### src/rtl/psram_line_reader.sv
// psram_line_reader: fetches LINE_WORDS consecutive words from the PSRAM wrapper
// per line_start and buffers them in a first-word-fall-through pixel FIFO.
module psram_line_reader #(
  parameter int ADDR_W      = 22,
  parameter int DATA_W      = 16,
  parameter int LINE_WORDS  = 640,
  parameter int FIFO_DEPTH  = 16,
  parameter int ACK_TIMEOUT = 15
) (
  input  logic              clk,
  input  logic              rst,
  input  logic              line_start,
  input  logic [ADDR_W-1:0] line_base,
  output logic              mem_read,
  output logic [ADDR_W-1:0] mem_addr,
  input  logic              mem_busy,
  input  logic [DATA_W-1:0] mem_dout,
  output logic [DATA_W-1:0] pix_data,
  output logic              pix_valid,
  input  logic              pix_ready,
  output logic              active,
  output logic              underrun,
  output logic [7:0]        retry_cnt
);

  localparam int PTR_W = (FIFO_DEPTH > 1) ? $clog2(FIFO_DEPTH) : 1;
  localparam int CNT_W = PTR_W + 1;
  localparam int WL_W  = $clog2(LINE_WORDS + 1);
  localparam int TMR_W = (ACK_TIMEOUT > 1) ? $clog2(ACK_TIMEOUT) : 1;

  localparam logic [CNT_W-1:0] DEPTH_C  = CNT_W'(FIFO_DEPTH);
  localparam logic [WL_W-1:0]  LINE_C   = WL_W'(LINE_WORDS);
  localparam logic [TMR_W-1:0] TMR_LOAD = TMR_W'(ACK_TIMEOUT - 1);

  typedef enum logic [1:0] {IDLE, ISSUE, WAIT_ACK, WAIT_DATA} state_t;

  state_t             state, state_next;
  logic [DATA_W-1:0]  fifo_mem [FIFO_DEPTH];
  logic [PTR_W-1:0]   rd_ptr, wr_ptr;
  logic [CNT_W-1:0]   count;
  logic [WL_W-1:0]    words_left;
  logic [TMR_W-1:0]   timer;
  logic               accept, strobe, capture, timeout;
  logic               has_space, last_word, push, pop;

  // A slot is reserved at issue time, so the single outstanding capture always fits.
  assign has_space = (count < DEPTH_C);
  assign last_word = (words_left == WL_W'(1));
  assign push      = capture;
  assign pix_valid = (count != '0);
  assign pop       = pix_valid & pix_ready;
  assign pix_data  = pix_valid ? fifo_mem[rd_ptr] : '0;
  assign mem_read  = strobe;

  // State register; reset abandons any transfer in flight.
  always_ff @(posedge clk) begin
    if (rst) state <= IDLE;
    else     state <= state_next;
  end

  // Next-state logic and the one-cycle control pulses driving the datapath.
  always_comb begin
    state_next = state;
    accept     = 1'b0;
    strobe     = 1'b0;
    capture    = 1'b0;
    timeout    = 1'b0;
    case (state)
      IDLE: begin
        if (line_start) begin
          accept     = 1'b1;
          state_next = ISSUE;
        end
      end
      ISSUE: begin
        if (!mem_busy && has_space) begin
          strobe     = 1'b1;
          state_next = WAIT_ACK;
        end
      end
      WAIT_ACK: begin
        if (mem_busy) begin
          state_next = WAIT_DATA;
        end else if (timer == '0) begin
          timeout    = 1'b1;
          state_next = ISSUE;
        end
      end
      WAIT_DATA: begin
        if (!mem_busy) begin
          capture    = 1'b1;
          state_next = last_word ? IDLE : ISSUE;
        end
      end
      default: state_next = IDLE;
    endcase
  end

  // Address, word counter, ack timer, activity flag and retry statistics.
  always_ff @(posedge clk) begin
    if (rst) begin
      mem_addr   <= '0;
      words_left <= '0;
      timer      <= '0;
      active     <= 1'b0;
      retry_cnt  <= '0;
    end else begin
      if (accept) begin
        mem_addr   <= line_base;
        words_left <= LINE_C;
        active     <= 1'b1;
      end
      if (strobe) begin
        timer <= TMR_LOAD;
      end else if (state == WAIT_ACK && timer != '0) begin
        timer <= timer - 1'b1;
      end
      if (timeout && retry_cnt != 8'hFF) begin
        retry_cnt <= retry_cnt + 1'b1;
      end
      if (capture) begin
        mem_addr   <= mem_addr + 1'b1;
        words_left <= words_left - 1'b1;
        if (last_word) active <= 1'b0;
      end
    end
  end

  // Sticky underrun: consumer asked for a pixel the fetch has not delivered yet.
  always_ff @(posedge clk) begin
    if (rst)                                    underrun <= 1'b0;
    else if (accept)                            underrun <= 1'b0;
    else if (active && pix_ready && !pix_valid) underrun <= 1'b1;
  end

  // FIFO storage; contents need no reset because the pointers define validity.
  always_ff @(posedge clk) begin
    if (push) fifo_mem[wr_ptr] <= mem_dout;
  end

  // FIFO pointers and occupancy; simultaneous push and pop leaves count unchanged.
  always_ff @(posedge clk) begin
    if (rst) begin
      rd_ptr <= '0;
      wr_ptr <= '0;
      count  <= '0;
    end else begin
      if (push) wr_ptr <= wr_ptr + 1'b1;
      if (pop)  rd_ptr <= rd_ptr + 1'b1;
      case ({push, pop})
        2'b10:   count <= count + 1'b1;
        2'b01:   count <= count - 1'b1;
        default: count <= count;
      endcase
    end
  end

endmodule

### config.mk
export PLATFORM = sky130hd
export DESIGN_NAME = psram_line_reader
export DESIGN_NICKNAME = d
export VERILOG_FILES = /design/src/rtl/psram_line_reader.sv
export SDC_FILE = /design/constraint.sdc
export NUM_CORES = 1
export LEC_CHECK = 0
export BUFFER_PORTS_ARGS = -buffer_cell sky130_fd_sc_hd__buf_2
export CAP_MARGIN = 0
export CORE_MARGIN = 2
export CORE_UTILIZATION = 60
export DETAILED_ROUTE_END_ITERATION = 6
export PLACE_DENSITY = 0.9
export SLEW_MARGIN = 15
export SYNTH_ARGS = -nofsm -noshare
export SYNTH_HDL_FRONTEND = slang
export SYNTH_SLANG_ARGS = --single-unit
### constraint.sdc
create_clock -name clk -period 10.4 [get_ports clk]
set_clock_uncertainty 0.1 [all_clocks]
set_input_delay 0.52 -clock clk [delete_from_list [all_inputs] [get_ports clk]]
set_output_delay 0.52 -clock clk [all_outputs]
set_load 0.01 [all_outputs]
==> results.json <==
{
  "cts_sinks": 321,
  "core_area_um2": 21600,
  "ir_worst_vdd_v": 0.000139,
  "synth_compound_area_frac": 0.0461,
  "die_area_um2": 23100,
  "synth-seq-cells": 321,
  "fin_util": 0.691,
  "overflow": 0,
  "synthFlopType": "edfxtp_1",
  "synth-async-reset-ratio": 0,
  "reg2regPathDepth": 10,
  "slowest_stage": "dfxtp_4",
  "worstSetupEndpointType": "output port",
  "rsz0062_at_grt": "no",
  "final_area_um2": 14900,
  "cts_tree": "yes",
  "ant_nets": 0,
  "mostFrequentLayoutCells": "edfxtp_1, buf_2, mux4_2",
  "via_count": 7737,
  "synth_edf_count": 256,
  "seq_area_frac_synth": 0.685,
  "hpwl_um": 17100,
  "post_cts_resized": 0,
  "viasPerCell": 6.38,
  "ys_types": 55,
  "grt_pass1_wl_um": 45300,
  "io_buffers": 92,
  "p_total_mw": 2.61,
  "finalSetupViolCount": 0,
  "cts_hold_buf": 0,
  "syn_area_um2": 13100,
  "hold_end": "mem_addr[12]",
  "cpPeakStageDelay_ns": 0.75,
  "crit_path_start_kind": "flip-flop",
  "nFillCells": 1344,
  "cts_buffers": 31,
  "maxCapViolations": 0,
  "final_common_cell": "edfxtp_1",
  "grt_use_total": 0.257,
  "p_leak_nw": 4.99,
  "synth_fa_ha_area_frac": 0.0124,
  "seqCellArea_um2": 8990,
  "syn_to_final_growth_pct": 13.9,
  "first_pass_iters": 5,
  "period_needed_ns": 4.06,
  "final_max_slew_viol_count": 0,
  "cp_max_fo": 35,
  "post_cts_buffers": 0,
  "crit_top_cell": "mux4_2",
  "htree_levels": 1,
  "synth_top_family_by_area": "multiplexers",
  "power_density_nw_per_um2": 174,
  "multi_input_area_um2": 3910,
  "synth_xor_area_frac": 0.0127,
  "fp.dieH_um": 152,
  "synthCells": 809,
  "layout.nets": 966,
  "rows": 54,
  "muxShareOfSynthArea": 0.146,
  "yosys_warnings": 0,
  "grt_pass1_vias": 7777,
  "root_buffer": "clkbuf_16",
  "cts.clk_slew.worst_paths_ns": 0.07,
  "clock_latency_ns": 0.56,
  "crit_chain": "buf_4 > mux4_2 > mux4_2 > and2_1 > buf_2",
  "max_freq_mhz": 246,
  "holdPathStages": 3,
  "routabilityCongestion": 0.892,
  "required_ns": 9.78,
  "drt-total-wl_um": 29400,
  "postSynthAreaPerCell_um2": 16.2,
  "r2r-end": "count[4]",
  "cp.arrival_ns": 3.44,
  "status": "finished, final reports clean",
  "reg2reg_from": "count[4]",
  "antenna_found_initial": 2,
  "fin_tns_setup_ns": 0,
  "initial_utilization": 0.607,
  "cts.path.max_buffers": 3,
  "die_w_um": 152,
  "synth.net_count": 865,
  "drive_above_1_share": 0.281,
  "hold_ws_ns": 0.107,
  "drtIter0Drc": 710,
  "fin_ws_ns": 6.34,
  "slew_headroom": 0.199,
  "dp_slack_ns": 6.60,
  "final_cells": 1213,
  "synthSimpleGateAreaFrac": 0.0788,
  "r2r_setup_slack_ns": 6.60,
  "wl_per_cell_um": 24.2,
  "dpl_cell_area_um2": 13900,
  "grt_max_degree": 69,
  "drc": 0,
  "hold_viol": 0,
  "hp-start": "line_base[12]",
  "dpl.cell_count": 1157,
  "fin_crit_sh": 0.391,
  "crit_type": "flip-flop to output port",
  "holdCritPathClass": "primary input to flip-flop",
  "worstMarginPinSlew_ns": 1.20,
  "io_pins": 93
}
==> power by group <==
part	total (mW)	internal (mW)	switching, mW
registers	1.41	1.39	0.0169
logic	0.0943	0.0382	0.0561
clock network	1.10	0.611	0.491
==> routing by layer <==
metal | routed length [µm] | vias up | share of wire | GRT usage
li1 | - | 3384 | - | -
met1 | 10900 | 3845 | 0.37 | 0.346
met2 | 14900 | 435 | 0.51 | 0.435
met3 | 2790 | 71 | 0.095 | 0.0479
met4 | 843 | 2 | 0.029 | 0.0770
met5 | 13 | - | 0.00044 | 0
==> critical path, delay by kind of cell, from the launching register on <==
family                 cells  cell delay (ns)
muxes                      2             1.11
buffers and inverters      2             0.81
DFF                        1             0.75
and+or+nand+nor            1             0.18
==> worst max-delay path by stage <==
| stage | cells past startpoint | start | endpoint |
|---|---|---|---|
| floorplan | 13 | mem_busy | count[4] |
| global placement | 5 | flip-flop | pix_data[0] |
| detailed placement | 10 | count[1] | count[4] |
| CTS | 5 | flip-flop | pix_data[0] |
| global route | 5 | flip-flop | pix_data[0] |
| finish | 5 | flip-flop | pix_data[0] |
==> synth_stat cells, types with 6 or more instances <==
| cell type | n | share of area |
|---|---|---|
| and2_1 | 20 | 0.0095 |
| nor2_1 | 67 | 0.019 |
| nand4_1 | 6 | 0.0029 |
| nor3_1 | 23 | 0.0088 |
| nand3_1 | 17 | 0.0065 |
| buf_2 | 10 | 0.0038 |
| o21ai_0 | 13 | 0.0050 |
| clkbuf_1 | 31 | 0.0089 |
| a22oi_1 | 7 | 0.0040 |
| ha_1 | 13 | 0.012 |
| dfxtp_1 | 65 | 0.099 |
| nand2_1 | 35 | 0.010 |
| xor2_1 | 9 | 0.0060 |
| nor4_1 | 8 | 0.0038 |
| mux2_2 | 6 | 0.0051 |
| a21oi_1 | 41 | 0.016 |
| xnor2_1 | 10 | 0.0067 |
| inv_1 | 14 | 0.0040 |
| edfxtp_1 | 256 | 0.59 |
| mux4_2 | 80 | 0.14 |
==> logic make-up after synthesis <==
family,Yosys count
compound gates,97
buf+inv,61
fa+ha+maj,13
simple gates,207
flops,321
mux,91
xor+xnor,19
==> sequential cells by signal (all words and copies together), names as in the netlist, named ones only <==
signal and count:
fifo_mem 256, mem_addr 22, words_left 10, retry_cnt 8, count 5, rd_ptr 4, timer 4, wr_ptr 4
state 2, active 1, underrun 1
==> final cells by class <==
type,count,area share
Clock buffer,37,0.0563
Sequential cell,321,0.602
Clock inverter,18,0.0111
Inverter,15,0.00377
Multi-Input combinational cell,427,0.261
Antenna cell,1,0.000167
Tap cell,280,0.0234
Timing Repair Buffer,114,0.0419
(Power assumes the default switching activity.)
